File: src/rtl/med_window3x3_if.sv
// Signal bundle of the 3x3 window stage: pixel input, line-buffer write/read taps and window output.
// master = upstream pixel source plus line buffers; slave = the window builder.
interface med_window3x3_if #(
    parameter int DATA_WIDTH = 8
);
    logic                    in_valid;
    logic                    in_ready;
    logic                    in_sof;
    logic [DATA_WIDTH-1:0]   in_data;
    logic                    lb_valid;
    logic [DATA_WIDTH-1:0]   lb_data;
    logic [DATA_WIDTH-1:0]   line1_data;
    logic [DATA_WIDTH-1:0]   line2_data;
    logic                    win_valid;
    logic [9*DATA_WIDTH-1:0] win_data;
    logic                    win_sof;
    logic                    win_eol;

    modport master (
        output in_valid, in_sof, in_data, line1_data, line2_data,
        input  in_ready, lb_valid, lb_data, win_valid, win_data, win_sof, win_eol
    );

    modport slave (
        input  in_valid, in_sof, in_data, line1_data, line2_data,
        output in_ready, lb_valid, lb_data, win_valid, win_data, win_sof, win_eol
    );
endinterface

File: src/rtl/med_window3x3.sv
// 3x3 neighbourhood builder for the median filter; drives the line buffers and self-flushes row/frame edges.
// Build macro MEDWIN_ZERO_PAD_EN: out-of-frame taps read as 0 instead of being edge-replicated.
module med_window3x3 #(
    parameter int DATA_WIDTH = 8,
    parameter int IMG_WIDTH  = 640,
    parameter int IMG_HEIGHT = 480
) (
    input logic            clk,
    input logic            rst,
    med_window3x3_if.slave pix_if
);
    localparam int COL_W = $clog2(IMG_WIDTH);
    localparam int ROW_W = $clog2(IMG_HEIGHT + 1);
    localparam logic [COL_W-1:0] COL_LAST = COL_W'(IMG_WIDTH - 1);
    localparam logic [ROW_W-1:0] ROW_LAST = ROW_W'(IMG_HEIGHT - 1);
    localparam logic [ROW_W-1:0] ROW_PAD  = ROW_W'(IMG_HEIGHT);

    typedef enum logic [1:0] {IDLE, RUN, COL_FLUSH, ROW_FLUSH} state_t;
    typedef logic [DATA_WIDTH-1:0] pix_t;

    function automatic pix_t oob_tap(input pix_t repl);
`ifdef MEDWIN_ZERO_PAD_EN
        return '0;
`else
        return repl;
`endif
    endfunction

    state_t                  state_q, state_d;
    logic [ROW_W-1:0]        row_q, row_d;
    logic [COL_W-1:0]        col_q, col_d;
    pix_t                    top0_q, top0_d, top1_q, top1_d;
    pix_t                    mid0_q, mid0_d, mid1_q, mid1_d;
    pix_t                    bot0_q, bot0_d, bot1_q, bot1_d;
    logic                    win_valid_q, win_valid_d;
    logic                    win_sof_q, win_sof_d;
    logic                    win_eol_q, win_eol_d;
    logic [9*DATA_WIDTH-1:0] win_data_q, win_data_d;

    logic in_ready;
    logic accept;
    logic lb_valid;
    pix_t lb_data;
    logic beat_win;
    logic flush_win;
    pix_t top_now, mid_now, bot_now;
    pix_t tl, tc, tr, ml, mc, mr, bl, bc, br;

    assign in_ready = (state_q == IDLE) || (state_q == RUN);
    assign accept   = pix_if.in_valid && in_ready;

    assign pix_if.in_ready  = in_ready;
    assign pix_if.lb_valid  = lb_valid;
    assign pix_if.lb_data   = lb_data;
    assign pix_if.win_valid = win_valid_q;
    assign pix_if.win_data  = win_data_q;
    assign pix_if.win_sof   = win_sof_q;
    assign pix_if.win_eol   = win_eol_q;

    always_ff @(posedge clk or posedge rst) begin
        if (rst) begin
            state_q     <= IDLE;
            row_q       <= '0;
            col_q       <= '0;
            top0_q      <= '0;
            top1_q      <= '0;
            mid0_q      <= '0;
            mid1_q      <= '0;
            bot0_q      <= '0;
            bot1_q      <= '0;
            win_valid_q <= 1'b0;
            win_sof_q   <= 1'b0;
            win_eol_q   <= 1'b0;
            win_data_q  <= '0;
        end else begin
            state_q     <= state_d;
            row_q       <= row_d;
            col_q       <= col_d;
            top0_q      <= top0_d;
            top1_q      <= top1_d;
            mid0_q      <= mid0_d;
            mid1_q      <= mid1_d;
            bot0_q      <= bot0_d;
            bot1_q      <= bot1_d;
            win_valid_q <= win_valid_d;
            win_sof_q   <= win_sof_d;
            win_eol_q   <= win_eol_d;
            win_data_q  <= win_data_d;
        end
    end

    // row_q counts input rows; the value IMG_HEIGHT marks the replicated flush row.
    always_comb begin
        state_d   = state_q;
        row_d     = row_q;
        col_d     = col_q;
        lb_valid  = 1'b0;
        lb_data   = pix_if.in_data;
        beat_win  = 1'b0;
        flush_win = 1'b0;
        unique case (state_q)
            IDLE: begin
                if (accept && pix_if.in_sof) begin
                    lb_valid = 1'b1;
                    state_d  = RUN;
                    row_d    = '0;
                    col_d    = COL_W'(1);
                end
            end
            RUN: begin
                if (accept) begin
                    lb_valid = 1'b1;
                    if (pix_if.in_sof) begin
                        row_d = '0;
                        col_d = COL_W'(1);
                    end else begin
                        beat_win = (row_q != '0) && (col_q != '0);
                        if (col_q == COL_LAST) begin
                            state_d = COL_FLUSH;
                        end else begin
                            col_d = col_q + COL_W'(1);
                        end
                    end
                end
            end
            COL_FLUSH: begin
                flush_win = (row_q != '0);
                col_d     = '0;
                if (row_q == ROW_LAST) begin
                    state_d = ROW_FLUSH;
                    row_d   = row_q + ROW_W'(1);
                end else if (row_q == ROW_PAD) begin
                    state_d = IDLE;
                    row_d   = '0;
                end else begin
                    state_d = RUN;
                    row_d   = row_q + ROW_W'(1);
                end
            end
            ROW_FLUSH: begin
                lb_valid = 1'b1;
                lb_data  = pix_if.line1_data;
                beat_win = (col_q != '0);
                if (col_q == COL_LAST) begin
                    state_d = COL_FLUSH;
                end else begin
                    col_d = col_q + COL_W'(1);
                end
            end
            default: state_d = IDLE;
        endcase
    end

    // Shift registers hold post-padding vertical taps, so stored columns are already edge-corrected.
    always_comb begin
        top_now = (row_q == ROW_W'(1)) ? oob_tap(pix_if.line1_data) : pix_if.line2_data;
        mid_now = pix_if.line1_data;
        bot_now = (state_q == ROW_FLUSH) ? oob_tap(pix_if.line1_data) : pix_if.in_data;

        top0_d = top0_q;
        top1_d = top1_q;
        mid0_d = mid0_q;
        mid1_d = mid1_q;
        bot0_d = bot0_q;
        bot1_d = bot1_q;
        if (lb_valid) begin
            top1_d = top0_q;
            top0_d = top_now;
            mid1_d = mid0_q;
            mid0_d = mid_now;
            bot1_d = bot0_q;
            bot0_d = bot_now;
        end

        if (flush_win) begin
            tl = top1_q;
            tc = top0_q;
            tr = oob_tap(top0_q);
            ml = mid1_q;
            mc = mid0_q;
            mr = oob_tap(mid0_q);
            bl = bot1_q;
            bc = bot0_q;
            br = oob_tap(bot0_q);
        end else begin
            tl = (col_q == COL_W'(1)) ? oob_tap(top0_q) : top1_q;
            tc = top0_q;
            tr = top_now;
            ml = (col_q == COL_W'(1)) ? oob_tap(mid0_q) : mid1_q;
            mc = mid0_q;
            mr = mid_now;
            bl = (col_q == COL_W'(1)) ? oob_tap(bot0_q) : bot1_q;
            bc = bot0_q;
            br = bot_now;
        end

        win_valid_d = beat_win || flush_win;
        win_sof_d   = beat_win && (row_q == ROW_W'(1)) && (col_q == COL_W'(1));
        win_eol_d   = flush_win;
        win_data_d  = win_data_q;
        if (beat_win || flush_win) begin
            win_data_d = {br, bc, bl, mr, mc, ml, tr, tc, tl};
        end
    end
endmodule
File: src/flat_wrapper.sv
// flat-port wrapper written by rule: the top's interface ports become plain ports
module med_window3x3_flat 
#(
    parameter int DATA_WIDTH = 8,
    parameter int IMG_WIDTH  = 640,
    parameter int IMG_HEIGHT = 480
)
  (clk, rst, pix_if_in_valid, pix_if_in_sof, pix_if_in_data, pix_if_line1_data, pix_if_line2_data, pix_if_in_ready, pix_if_lb_valid, pix_if_lb_data, pix_if_win_valid, pix_if_win_data, pix_if_win_sof, pix_if_win_eol);
  med_window3x3_if #(.DATA_WIDTH(DATA_WIDTH)) pix_if_i ();
  input logic clk;
  input logic rst;
  input wire logic [$bits(pix_if_i.in_valid)-1:0] pix_if_in_valid;
  input wire logic [$bits(pix_if_i.in_sof)-1:0] pix_if_in_sof;
  input wire logic [$bits(pix_if_i.in_data)-1:0] pix_if_in_data;
  input wire logic [$bits(pix_if_i.line1_data)-1:0] pix_if_line1_data;
  input wire logic [$bits(pix_if_i.line2_data)-1:0] pix_if_line2_data;
  output wire logic [$bits(pix_if_i.in_ready)-1:0] pix_if_in_ready;
  output wire logic [$bits(pix_if_i.lb_valid)-1:0] pix_if_lb_valid;
  output wire logic [$bits(pix_if_i.lb_data)-1:0] pix_if_lb_data;
  output wire logic [$bits(pix_if_i.win_valid)-1:0] pix_if_win_valid;
  output wire logic [$bits(pix_if_i.win_data)-1:0] pix_if_win_data;
  output wire logic [$bits(pix_if_i.win_sof)-1:0] pix_if_win_sof;
  output wire logic [$bits(pix_if_i.win_eol)-1:0] pix_if_win_eol;
  assign pix_if_i.in_valid = pix_if_in_valid;
  assign pix_if_i.in_sof = pix_if_in_sof;
  assign pix_if_i.in_data = pix_if_in_data;
  assign pix_if_i.line1_data = pix_if_line1_data;
  assign pix_if_i.line2_data = pix_if_line2_data;
  assign pix_if_in_ready = pix_if_i.in_ready;
  assign pix_if_lb_valid = pix_if_i.lb_valid;
  assign pix_if_lb_data = pix_if_i.lb_data;
  assign pix_if_win_valid = pix_if_i.win_valid;
  assign pix_if_win_data = pix_if_i.win_data;
  assign pix_if_win_sof = pix_if_i.win_sof;
  assign pix_if_win_eol = pix_if_i.win_eol;
  med_window3x3 #(.DATA_WIDTH(DATA_WIDTH), .IMG_WIDTH(IMG_WIDTH), .IMG_HEIGHT(IMG_HEIGHT)) u_core (.clk(clk), .rst(rst), .pix_if(pix_if_i));
endmodule
File: config.mk
export PLATFORM = sky130hd
export DESIGN_NAME = med_window3x3_flat
export DESIGN_NICKNAME = d
export VERILOG_FILES = /design/src/rtl/med_window3x3_if.sv /design/src/rtl/med_window3x3.sv /design/src/flat_wrapper.sv
export SDC_FILE = /design/constraint.sdc
export NUM_CORES = 1
export LEC_CHECK = 0
export BUFFER_PORTS_ARGS = -buffer_cell sky130_fd_sc_hd__buf_4
export CAP_MARGIN = 15
export CORE_ASPECT_RATIO = 1.75
export CORE_MARGIN = 10
export CORE_UTILIZATION = 61
export CTS_CLUSTER_DIAMETER = 150
export DETAILED_ROUTE_END_ITERATION = 6
export GPL_ROUTABILITY_DRIVEN = 0
export PLACE_DENSITY = 0.85
export SYNTH_ARGS = -nofsm -noshare
export SYNTH_HDL_FRONTEND = slang
export SYNTH_SLANG_ARGS = --single-unit
export TNS_END_PERCENT = 10
File: constraint.sdc
create_clock -name clk -period 9.3 [get_ports clk]
set_input_delay 0.465 -clock clk [delete_from_list [all_inputs] [get_ports clk]]
set_output_delay 0.465 -clock clk [all_outputs]
set_load 0.005 [all_outputs]
# Yosys cells after proc, flatten, opt, wreduce, memory -nomap -nowiden
# Cells that the tools add are included.
# word_totals
regBits	144
wordCells	77
inputBits	28
out_inout_bits	85
# op_classes
add_sub_neg	2
mux	36
n_reduce_logical	14
eq_ne	12
# ops
op	n
two-way mux 8 bit	11
two-way mux 9 bit	5
two-way mux 10 bit	4
case mux 10 bit (4 select lines)	1
case mux 9 bit (3 select lines)	1
equality test 9 bit, second input constant	2
adder 10 x 1 -> 10 bit, second input constant	1
equality test 10 x 1 -> 1 bit, second input constant	1
equality test 10 bit, second input constant	1
two-way mux 2 bit	5
nonzero test 10 bit	1
adder 9 x 1 -> 9 bit, second input constant	1
equality test 9 x 1 -> 1 bit, second input constant	1
nonzero test 9 bit	1
case mux 2 bit (4 select lines)	1
two-way mux 1 bit	6
inequality test 2 bit, second input constant	3
logical AND 1 bit	5
equality test 2 bit, second input constant	2
AND reduction 4 bit	1
case mux 1 bit (3 select lines)	1
AND reduction 3 bit	1
nonzero test 3 bit	1
equality test 2 x 1 -> 1 bit, second input constant	1
other kinds (5)	6

# Logic depth before layout (Yosys ltp)
# Gate-level depths: netlist of the first run.
# depth
depth_word	7
ltp_mapped	11
depth_no_buf	8

# Worst setup path after synthesis of the first run
# No wires, ideal clock.
# synth_timing
path_kind	register -> register
from	register u_core.row_q[0]
to	register u_core.win_data_q[14] (netlist: u_core.pix_if.win_data[14])
required_ns	9.175
t_arrival_ns	2.218
path_buffers	2
synth_period_minus_slack_ns	2.343
setup_time_ns	0.125
path_stages_with_launch	11
path_slack_ns	6.957
path_cell_list	dfrtp_1 > inv_1 > ha_1 > nor4b_1 > a21o_1 > inv_2 > a31oi_4 > inv_2 > buf_6 > buf_6 > mux2_4
# synth_between
elab_chain_len	6
word_cells_on_any_way	7
cone_classes	mux (4); reduce/logical (3)
# synth_rtl
element	line_no	source
start, declared	med_window3x3.sv:30	logic [ROW_W-1:0] row_q, row_d;
start signal, assigned	med_window3x3.sv:77	row_q <= row_d;
nonzero test 9 bit *	med_window3x3.sv:117, med_window3x3.sv:127	
logical AND 1 bit	med_window3x3.sv:117	beat_win = (row_q != '0) && (col_q != '0);
two-way mux 1 bit	med_window3x3.sv:113	if (pix_if.in_sof) begin
two-way mux 1 bit	med_window3x3.sv:111	if (accept) begin
case mux 1 bit (2 select lines)	med_window3x3.sv:101	unique case (state_q)
logical OR 1 bit *	med_window3x3.sv:201	if (beat_win || flush_win) begin
end signal, assigned	med_window3x3.sv:88	win_data_q <= win_data_d;
end, declared	med_window3x3.sv:38	logic [9*DATA_WIDTH-1:0] win_data_q, win_data_d;
# Every way passes the cells marked *; elsewhere a longest branch is shown, timed or not.
# A chain may end at the register's enable or synchronous reset.

# Worst setup path in the final report of the first run
# layout_timing
from	register u_core.row_q[7]
to	register u_core.win_data_q[19] (netlist: u_core.pix_if.win_data[19])
# layout_between
elab_chain_len	6
word_cells_on_any_way	10
cone_classes	eq/ne (1); mux (6); reduce/logical (3)
# layout_rtl
element	line_no
nonzero test 9 bit	med_window3x3.sv:117, med_window3x3.sv:127
logical AND 1 bit	med_window3x3.sv:117
two-way mux 1 bit	med_window3x3.sv:113
two-way mux 1 bit	med_window3x3.sv:111
case mux 1 bit (2 select lines)	med_window3x3.sv:101
logical OR 1 bit	med_window3x3.sv:201
# Several ways; a longest one is shown, not always the timed one.

==> impl_results.rst, run 1 <==
.. list-table::
   :header-rows: 1

   * - Metric
     - Value
   * - Crit path kind
     - register to register
   * - Outcome
     - completed
   * - Final nets
     - 713
   * - Setup Total Neg Slack
     - 0 ns
   * - Layout Area Growth over Synthesis
     - 20.98%
   * - Post-layout utilization of the core
     - 75.50%
   * - Relative slew slack
     - 31.29%
   * - Simple-gate share of the synthesized area
     - 8.451%
   * - Power density cells
     - 254.6 nW/um^2
   * - Main combinational cell family by area after synthesis
     - multiplexers
   * - Max Slew Vio Count
     - 0
   * - Cell variety after synth
     - 48
   * - Die ar.
     - 16,190 sq um
   * - Drt drc
     - 0
   * - Final hold violation count
     - 0
   * - Max VDD drop
     - 182.8 uV
   * - Overall overflow remaining after global route
     - 0
   * - Post-detailed-route count of antenna-violating nets
     - 0
   * - Deepest level of the CTS H-tree
     - 4
   * - Root buffer selected by CTS
     - clkbuf_16
   * - Share of synthesized area spent on multiplexers
     - 19.57%
   * - Total chip power
     - 2134 uW
   * - Area fraction in compound gates after synthesis
     - 15.13%
   * - Number of flip-flops and latches in the synthesized netlist
     - 144
   * - Row count
     - 51
   * - RSZ-0062 raised after global routing
     - false
   * - Cell count after synthesis
     - 586
   * - Number of antenna violations at the first check in global routing
     - 0
   * - Effective utilization at floorplan
     - 62.41%
   * - Commonest non-fill, non-tap cell in the layout
     - dfrtp_1
   * - Vertical extent of the die
     - 161.0 um
   * - Sequential fraction of the synthesis area
     - 52.00%
   * - Count of routing violations after the opening detailed-route iteration
     - 637
   * - Maximum fanout count along the critical path
     - 58
   * - Area share of fa/ha/maj cells after synthesis
     - 1.083%
   * - Count of hold buffers inserted by post-cts repair
     - 0
   * - Xor and xnor fraction of the mapped netlist area
     - 0%
   * - TritonCTS Buffers
     - 17
   * - Leak pwr
     - 0.003724 uW
   * - Fraction of layout cells with a size suffix above 1
     - 39.16%
   * - Timing-limited maximum frequency
     - 0.2676 GHz
   * - Total wire length after detailed routing
     - 20,060 um
   * - Final setup violating endpoints
     - 0
   * - Net count after synthesis
     - 620
   * - Quantity of gates resized following cts
     - 0
   * - Most frequently used flop master after synthesis
     - dfrtp_1
   * - Maximum number of pins on one net before global-route repair
     - 83
   * - Crit share post-route
     - 40.18%
   * - GRT Util Overall
     - 24.60%
   * - Actual slew at the worst max-slew pin
     - 1.031 ns
   * - Yosys warns
     - 0
   * - Global-route wire length before repair
     - 31,740 um
   * - Via density per instance
     - 6.904
   * - Total number of vias
     - 5,689
   * - Clock tree from TritonCTS
     - built
   * - Routed len/inst
     - 24.35 um
   * - Number of max-cap violations
     - 0
   * - Post-synthesis average cell area
     - 11.82 sq um
   * - Combined area of all synthesized cells
     - 6929 sq um
   * - Iteration count of the initial detailed-routing pass
     - 6
   * - Critical path arrival
     - 4.04 ns
   * - Placeable Area
     - 11,100 sq um
   * - Die Wd
     - 100.6 um
   * - Via count of the first global-routing pass
     - 5,896
   * - Async set-reset flop share out of synthesis
     - 100.0%
   * - Number of placed I/O pins
     - 113
   * - Crit. End Element
     - register
   * - Clock slew at reported path FFs
     - 0.07 ns
   * - Later-pin clock latency in the skew report
     - 0.42 ns
   * - Post-layout minimum cycle time
     - 3.737 ns
   * - Sink Count
     - 144
   * - Most frequent cells in the layout
     - dfrtp_1 (144), buf_4 (119), mux2_2 (89)
   * - Maximum root-to-sink buffer count
     - 2
   * - HPWL after detailed placement
     - 12,910 um
   * - Type of origin of the critical path
     - register
   * - Worst Hold Class
     - input pin to async pin
   * - Worst slack at placement
     - 5.497 ns
   * - Crit path required time
     - 9.60 ns
   * - Total inserted antenna cells
     - 0
   * - Post-CTS Repair Setup Buffers
     - 0
   * - PnR worst setup slack
     - 5.563 ns
   * - # port buffers
     - 112
   * - Number of enable flip-flop cells after synthesis
     - 0
   * - Clock skew
     - 0.01202 ns
   * - Worst Hold Margin
     - 0.1219 ns
==> area by class of cell <==
type | instances | area (sq um)
Fill cell | 714 | 2720
Inverter | 13 | 53.80
Tap cell | 132 | 165.2
Timing Repair Buffer | 120 | 900.9
Sequential cell | 144 | 3603
Clock inverter | 15 | 148.9
Clock buffer | 17 | 425.4
Multi-Input combinational cell | 383 | 3085
==> final timing paths <==
kind                            cells past startpoint                        from  slack, ns                    endpoint
worst min-delay path                                2                         rst       0.12     u_core.pix_if.win_valid
worst max register to register                      6             u_core.row_q[7]       5.56  u_core.pix_if.win_data[19]
max in group asynchronous                           3                         rst       7.74             u_core.row_q[4]
worst max-delay path                                6             u_core.row_q[7]       5.56  u_core.pix_if.win_data[19]
worst min register to register                      1  u_core.pix_if.win_data[11]       0.50  u_core.pix_if.win_data[11]
min in group clk                                    2        pix_if_line1_data[5]       0.33                u_core.mc[5]
==> worst max-delay path: stages (launching register included) <==
cell     delay, ns
dfrtp_1       0.46
nor4_4        0.87
nand3_2       0.73
a31oi_4       0.55
inv_2         0.14
buf_4         0.39
mux2_4        0.41
==> per-stage QoR <==
| stage | area, sq um | instances |
|---|---|---|
| after global placement | 7801 | 791 |
| after CTS | 8376 | 823 |
| after global routing | 8383 | 824 |
| after floorplan | 6929 | 586 |
| final | 8383 | 824 |
| after detailed placement | 7801 | 791 |
==> flip-flops by register name, summed over array words and instances (netlist names) <==
name and cells:
u_core.pix_if.win_eol 1, u_core.row_q 9, u_core.state_q 2, u_core.bot1_q 8
u_core.top1_q 8, u_core.pix_if.win_sof 1, u_core.pix_if.win_data 72, u_core.bc 8
u_core.tc 8, u_core.mid1_q 8, u_core.mc 8, u_core.pix_if.win_valid 1
u_core.col_q 10
==> cell usage after synthesis (6+ instances only) <==
cell / number / share of area, %
a21oi_1: 20 / 1.4
o21ai_0: 43 / 3.1
clkbuf_1: 34 / 1.8
inv_1: 11 / 0.60
ha_1: 6 / 1.1
a211oi_1: 8 / 0.87
a31oi_1: 36 / 3.3
dfrtp_1: 144 / 52
mux2_2: 89 / 14
buf_2: 7 / 0.51
nand3_1: 42 / 3.0
or4_1: 6 / 0.65
mux2_4: 20 / 4.3
a311oi_1: 24 / 3.0
nand2_1: 15 / 0.81
a21o_1: 10 / 1.1
==> routing by layer <==
layer | track usage [%] | vias up | routed length (um)
met4 | 13.16 | 0 | 937
li1 | - | 2406 | -
met2 | 42.49 | 341 | 10800
met1 | 26.99 | 2874 | 6911
met3 | 5.596 | 68 | 1410
met5 | 0 | - | 0
==> cells by family (layout without fill, tap and decap cells) <==
logic type	after synthesis	after routing
AND/OR/NAND/NOR	103	103
AO/OA/AOI/OAI	160	160
flip-flops	144	144
adder cells (fa/ha/maj)	6	6
buffers and inverters	59	165
multiplexers	114	114
==> power by group <==
| part | internal, uW | switching, uW | total [uW] |
|---|---|---|---|
| clock network | 377 | 290 | 667 |
| logic | 320 | 225 | 546 |
| registers | 789 | 132 | 922 |
| total | 1490 | 648 | 2130 |
Power figures use the tool's default switching activity.
==> inputs of run 2 (changes only) <==
- CORE_UTILIZATION: 61 -> 57
- PLACE_DENSITY: 0.85 -> 0.8
- clock period: 9.3 -> 3.6 ns (I/O delays scaled with it)
==> run 2 against run 1 <==
  * Worst hold slack got worse by 0.079 ns
  * Routed wire length decreased by 2.8%
  * Via count shrank 2.9%
  * Sequential power grew to 2.6 times the previous value
  * Setup slack lost 5.1 ns
  * Clock power rose to 2.7 times the previous value
  * Critical path type unchanged
  * Sequential share of layout area decreased by 0.42 points
==> impl_results.rst, run 2 (same netlist as run 1, synthesis figures left out) <==
.. list-table::
   :header-rows: 1

   * - Metric
     - Value
   * - Die ar.
     - 17,140 sq um (+5.9%)
   * - Final nets
     - 716 (+0.42%)
   * - TritonCTS Buffers
     - 17 (unchanged)
   * - Routed len/inst
     - 23.44 um (-3.7%)
   * - Root buffer selected by CTS
     - clkbuf_16
   * - Max VDD drop
     - 444.6 uV (+140%)
   * - Leak pwr
     - 0.003758 uW (+0.90%)
   * - # port buffers
     - 112 (unchanged)
   * - Via count of the first global-routing pass
     - 5,666 (-3.9%)
   * - Placeable Area
     - 11,940 sq um (+7.5%)
   * - Clock slew at reported path FFs
     - 0.06 ns (about the same)
   * - Final hold violation count
     - 0 (unchanged)
   * - Via density per instance
     - 6.642 (-3.8%)
   * - Commonest non-fill, non-tap cell in the layout
     - dfrtp_1
   * - Sink Count
     - 144 (unchanged)
   * - Worst Hold Margin
     - 0.04313 ns (-0.07876 ns)
   * - Effective utilization at floorplan
     - 58.05% (-4.4 points)
   * - Relative slew slack
     - 31.19% (-0.096 points)
   * - Clock skew
     - 0.008483 ns (-0.003532 ns)
   * - Iteration count of the initial detailed-routing pass
     - 7 (+1)
   * - Drt drc
     - 0 (unchanged)
   * - Critical path arrival
     - 3.43 ns (-0.61 ns)
   * - Number of flip-flops in the largest register
     - 72 (unchanged)
   * - Number of antenna violations at the first check in global routing
     - 0 (unchanged)
   * - Setup Total Neg Slack
     - 0 ns (unchanged)
   * - Post-layout minimum cycle time
     - 3.132 ns (-0.6054 ns)
   * - Footprint of the flip-flops and latches
     - 3603 sq um (unchanged)
   * - Most frequent cells in the layout
     - dfrtp_1 (144), buf_4 (120), mux2_2 (89)
   * - Later-pin clock latency in the skew report
     - 0.42 ns (about the same)
   * - Clock tree from TritonCTS
     - built
   * - Number of placed I/O pins
     - 113 (unchanged)
   * - Power density cells
     - 654.0 nW/um^2 (+160%)
   * - Multi-input gate area
     - 3094 sq um (+0.28%)
   * - Crit path kind
     - register to register
   * - Worst Hold Class
     - input pin to register
   * - HPWL after detailed placement
     - 13,190 um (+2.2%)
   * - Final setup violating endpoints
     - 0 (unchanged)
   * - Global-route wire length before repair
     - 30,640 um (-3.5%)
   * - Number of filler instances in the final layout
     - 838 (+17%)
   * - Post-layout utilization of the core
     - 70.92% (-4.6 points)
   * - Total inserted antenna cells
     - 0 (unchanged)
   * - Die Wd
     - 103.3 um (+2.8%)
   * - Count of routing violations after the opening detailed-route iteration
     - 434 (-32%)
   * - Outcome
     - completed
   * - Maximum number of pins on one net before global-route repair
     - 128 (+54%)
   * - Fraction of layout cells with a size suffix above 1
     - 39.28% (+0.12 points)
   * - Row count
     - 53 (+3.9%)
   * - Crit path required time
     - 3.90 ns (-5.70 ns)
   * - Crit share post-route
     - 86.99% (+47 points)
   * - Total number of vias
     - 5,526 (-2.9%)
   * - Max Slew Vio Count
     - 0 (unchanged)
   * - Number of max-cap violations
     - 0 (unchanged)
   * - Post-CTS Repair Setup Buffers
     - 0 (unchanged)
   * - Overall overflow remaining after global route
     - 0 (unchanged)
   * - Vertical extent of the die
     - 165.9 um (+3.0%)
   * - Post-detailed-route count of antenna-violating nets
     - 0 (unchanged)
   * - Maximum root-to-sink buffer count
     - 2 (unchanged)
   * - Total wire length after detailed routing
     - 19,510 um (-2.8%)
   * - Actual slew at the worst max-slew pin
     - 1.032 ns (+0.001442 ns)
   * - RSZ-0062 raised after global routing
     - false
   * - Layout Area Growth over Synthesis
     - 22.17%
   * - Type of origin of the critical path
     - register
   * - GRT Util Overall
     - 23.01% (-1.6 points)
   * - Timing-limited maximum frequency
     - 0.3193 GHz (+19%)
   * - Maximum fanout count along the critical path
     - 46 (-21%)
   * - Deepest level of the CTS H-tree
     - 4 (unchanged)
   * - Crit. End Element
     - register
## run 2: cell types whose count changed in the layout (fill, tap and decap cells not counted), moves of 2 or more
cell        before  now
buf_12           0    2
clkinvlp_4       1    4
inv_6            6    4
inv_8            2    0
## run 2: path summary, 6_finish.rpt
| check | start | end | slack (ns) | cells past startpoint |
|---|---|---|---|---|
| max in group asynchronous | rst | u_core.col_q[3] | 2.27 | 4 |
| worst min register to register | u_core.bot1_q[7] | u_core.bot1_q[7] | 0.50 | 1 |
| worst max register to register | u_core.row_q[0] | u_core.pix_if.win_data[40] | 0.47 | 9 |
| min in group asynchronous | rst | u_core.pix_if.win_data[38] | 0.33 | 3 |
| worst max-delay path | u_core.row_q[0] | u_core.pix_if.win_data[40] | 0.47 | 9 |
| worst min-delay path | pix_if_line1_data[5] | u_core.mc[5] | 0.04 | 2 |
## run 2: repair_timing
item                                    4_1_cts  5_1_grt
endpoints found under the setup margin        0       32
endpoints found under the hold margin        17        0
gates resized for setup                       0        1
hold buffers                                  1        0
## run 2: routing by layer
metal	part of all wire, %	up-vias	global-route usage (%)
met5	0	-	0
met3	5.4	43	5.456
li1	-	2419	-
met1	36	2834	25.85
met2	56	230	40.01
met4	3.0	0	9.179
## run 2: cell type report
cell class	count	area share [%]
well taps	137	2.025
clock buffers	18	5.188
inverters	13	0.6208
clock inverters	14	1.818
flip-flops and latches	144	42.57
multi-input cells	383	36.55
repair buffers	123	11.23
## run 2: critical path, stage by stage (launching register included)
cell and delay (ns):
dfrtp_1 0.43, inv_1 0.09, ha_1 0.15, nor4b_4 0.57, a21o_1 0.25, inv_2 0.06, a31oi_4 0.35, inv_2 0.27
buf_4 0.41, mux2_4 0.39
## run 2: through the flow
step                setup WS [ns]  total power (uW)  cells  area, sq um
floorplan                   1.257              2930    586         6933
global placement           0.3350              3723    799         7854
detailed placement         0.2409              3793    799         7854
CTS                        0.2023              5564    832         8457
global route               0.3104              5776    832         8466
finish                     0.4682              5536    832         8466
## run 2: power by group
group	switching, uW	total (uW)	internal (uW)
sequential	338	2380	2040
combinational	559	1390	830
clock	721	1770	1050
total	1620	5540	3920
==> inputs of run 3 (changes only) <==
- RECOVER_POWER: unset -> 25
==> run 3 against run 2 <==
  * The run now ends with capacitance limit, slew limit left
  * Combinational power is 6% lower
  * Largest cell class unchanged
  * Global-route usage stayed put
  * Flip-flop and latch count is the same
==> impl_results.rst, run 3 (same netlist as run 1, synthesis figures left out) <==
.. list-table::
   :header-rows: 1

   * - Metric
     - Value
   * - Maximum fanout count along the critical path
     - 46 (unchanged)
   * - Actual slew at the worst max-slew pin
     - 1.724 ns (+0.6922 ns)
   * - HPWL after detailed placement
     - 13,190 um (unchanged)
   * - Total wire length after detailed routing
     - 19,500 um (about the same)
   * - Count of routing violations after the opening detailed-route iteration
     - 463 (+6.7%)
   * - Violated checks
     - capacitance limit, slew limit
   * - Family of cells with the greatest summed delay on the critical path
     - buffers and inverters
   * - Leak pwr
     - 0.003681 uW (-2.0%)
   * - Iteration count of the initial detailed-routing pass
     - 6 (-1)
   * - Top layer reached by signal wires
     - met4
   * - Crit. End Element
     - register
   * - Relative slew slack
     - -14.95% (-46 points)
   * - Met2 wirelength from detailed routing
     - 10,830 um (-0.49%)
   * - GRT Util Overall
     - 23.01% (unchanged)
   * - Post-layout minimum cycle time
     - 3.141 ns (+0.009230 ns)
   * - Via density per instance
     - 6.651 (+0.14%)
   * - Clock slew at reported path FFs
     - 0.06 ns (about the same)
   * - Worst Hold Class
     - input pin to register
   * - Maximum number of pins on one net before global-route repair
     - 128 (unchanged)
   * - Total routed wire length on the met1 layer
     - 7024 um (+0.54%)
   * - Crit-path cells
     - inv_1, ha_1, nor4b_4, a21o_1, inv_2, a31oi_4, inv_2, buf_4, mux2_4
   * - Area post-placement
     - 7854 sq um (unchanged)
   * - Master of the slowest instance on the critical path
     - nor4b_4
   * - Root buffer selected by CTS
     - clkbuf_16
   * - Effective utilization at floorplan
     - 58.05% (unchanged)
   * - Number of buffers and inverters on the critical path
     - 4 (unchanged)
   * - Row count
     - 53 (unchanged)
   * - Via count of the first global-routing pass
     - 5,666 (unchanged)
   * - Max Slew Vio Count
     - 128 (+128)
   * - Crit path kind
     - register to register
   * - Number of placed I/O pins
     - 113 (unchanged)
   * - Global-route wire length before repair
     - 30,640 um (unchanged)
   * - TritonCTS Buffers
     - 17 (unchanged)
   * - Fraction of layout cells with a size suffix above 1
     - 37.12% (-2.2 points)
   * - Final nets
     - 716 (unchanged)
   * - Maximum single-stage delay on the critical path
     - 0.56 ns (about the same)
   * - Placeable Area
     - 11,940 sq um (unchanged)
   * - Layout Area Growth over Synthesis
     - 21.14%
   * - Number of antenna violations at the first check in global routing
     - 0 (unchanged)
   * - Deepest level of the CTS H-tree
     - 4 (unchanged)
   * - Met3 wirelength from detailed routing
     - 1072 um (+1.9%)
   * - Multi-input gate area
     - 3094 sq um (unchanged)
   * - Crit path required time
     - 3.90 ns (about the same)
   * - Cell repeated most along the worst path
     - inv_2
   * - # port buffers
     - 112 (unchanged)
   * - Most frequent cells in the layout
     - dfrtp_1 (144), mux2_2 (89), clkbuf_4 (62)
   * - Max VDD drop
     - 448.9 uV (+0.95%)
   * - Later-pin clock latency in the skew report
     - 0.42 ns (about the same)
   * - Footprint of the flip-flops and latches
     - 3603 sq um (unchanged)
   * - Routed len/inst
     - 23.44 um (about the same)
   * - Number of filler instances in the final layout
     - 851 (+1.6%)
   * - Outcome
     - complete, but fails checks
   * - Vertical extent of the die
     - 165.9 um (unchanged)
   * - Maximum root-to-sink buffer count
     - 2 (unchanged)
   * - Post-detailed-route count of antenna-violating nets
     - 0 (unchanged)
   * - Crit share post-route
     - 87.25% (+0.26 points)
   * - Total inserted antenna cells
     - 0 (unchanged)
   * - Clock skew
     - 0.008682 ns (+0.0001988 ns)
   * - Die ar.
     - 17,140 sq um (unchanged)
   * - Post-route cell area
     - 8394 sq um (-0.84%)
   * - Number of flip-flops in the largest register
     - 72 (unchanged)
   * - Total number of vias
     - 5,534 (+0.14%)
   * - Number of max-cap violations
     - 1 (+1)
   * - Critical path arrival
     - 3.44 ns (about the same)
   * - Power density cells
     - 648.6 nW/um^2 (-0.82%)
   * - Die Wd
     - 103.3 um (unchanged)
   * - Final setup violating endpoints
     - 0 (unchanged)
   * - Clock tree from TritonCTS
     - built
   * - Setup Total Neg Slack
     - 0 ns (unchanged)
   * - Drt drc
     - 0 (unchanged)
   * - RSZ-0062 raised after global routing
     - false
   * - Timing-limited maximum frequency
     - 0.3184 GHz (-0.29%)
   * - Commonest non-fill, non-tap cell in the layout
     - dfrtp_1
   * - Final hold violation count
     - 0 (unchanged)
   * - Sink Count
     - 144 (unchanged)
   * - Overall overflow remaining after global route
     - 0 (unchanged)
   * - Type of origin of the critical path
     - register
run 3: cell count changes in the layout (fill, tap and decap cells not counted), sizes merged:
cell	previous run	this run
buf	122	45
clkbuf	18	95
run 3: cell type report:
cell class	count	share of cell area, %
repair buffers	123	10.51
multi-input cells	383	36.86
inverters	13	0.5962
flip-flops and latches	144	42.93
clock inverters	14	1.833
well taps	137	2.042
clock buffers	18	5.232
run 3: worst paths after layout:
path	slack (ns)	startpoint	cells after the start	endpoint
setup / recovery	0.46	u_core.row_q[0]	9	u_core.pix_if.win_data[40]
setup reg to reg	0.46	u_core.row_q[0]	9	u_core.pix_if.win_data[40]
hold reg to reg	0.50	u_core.mid1_q[1]	1	u_core.mid1_q[1]
min in group asynchronous	0.42	rst	3	u_core.pix_if.win_data[39]
max in group asynchronous	0.99	rst	4	u_core.pix_if.win_sof
hold / removal	0.04	pix_if_line1_data[5]	2	u_core.mc[5]
run 3: routing by layer:
| layer | global-route usage (%) | up-vias |
|---|---|---|
| met5 | 0 | - |
| met3 | 5.456 | 42 |
| met2 | 40.01 | 244 |
| met4 | 9.179 | 0 |
| li1 | - | 2418 |
| met1 | 25.85 | 2830 |
run 3: power breakdown:
| group | total [uW] | internal (uW) | switching (uW) |
|---|---|---|---|
| clock | 1770 | 1050 | 723 |
| sequential | 2370 | 2040 | 326 |
| combinational | 1310 | 749 | 559 |
run 3: timing repair:
| item | CTS | global route |
|---|---|---|
| endpoints found under the setup margin | 0 | 32 |
| endpoints found under the hold margin | 17 | 0 |
| buffers inserted | 0 | 0 |
| hold buffers | 1 | 0 |
| gates resized for setup | 0 | 1 |
run 3: stage by stage:
| step | setup WS [ns] | hold slack [ns] | util [%] | power [uW] | instances |
|---|---|---|---|---|---|
| after floorplan | 1.257 | 0.3306 | - | 2930 | 586 |
| after global placement | 0.3350 | 0.1983 | 65.80 | 3723 | 799 |
| after detailed placement | 0.2409 | 0.2094 | 65.80 | 3793 | 799 |
| after CTS | 0.2023 | 0.03602 | 70.85 | 5564 | 832 |
| after global routing | 0.3104 | 0.04231 | 70.32 | 5687 | 832 |
| final | 0.4590 | 0.04359 | 70.32 | 5445 | 832 |
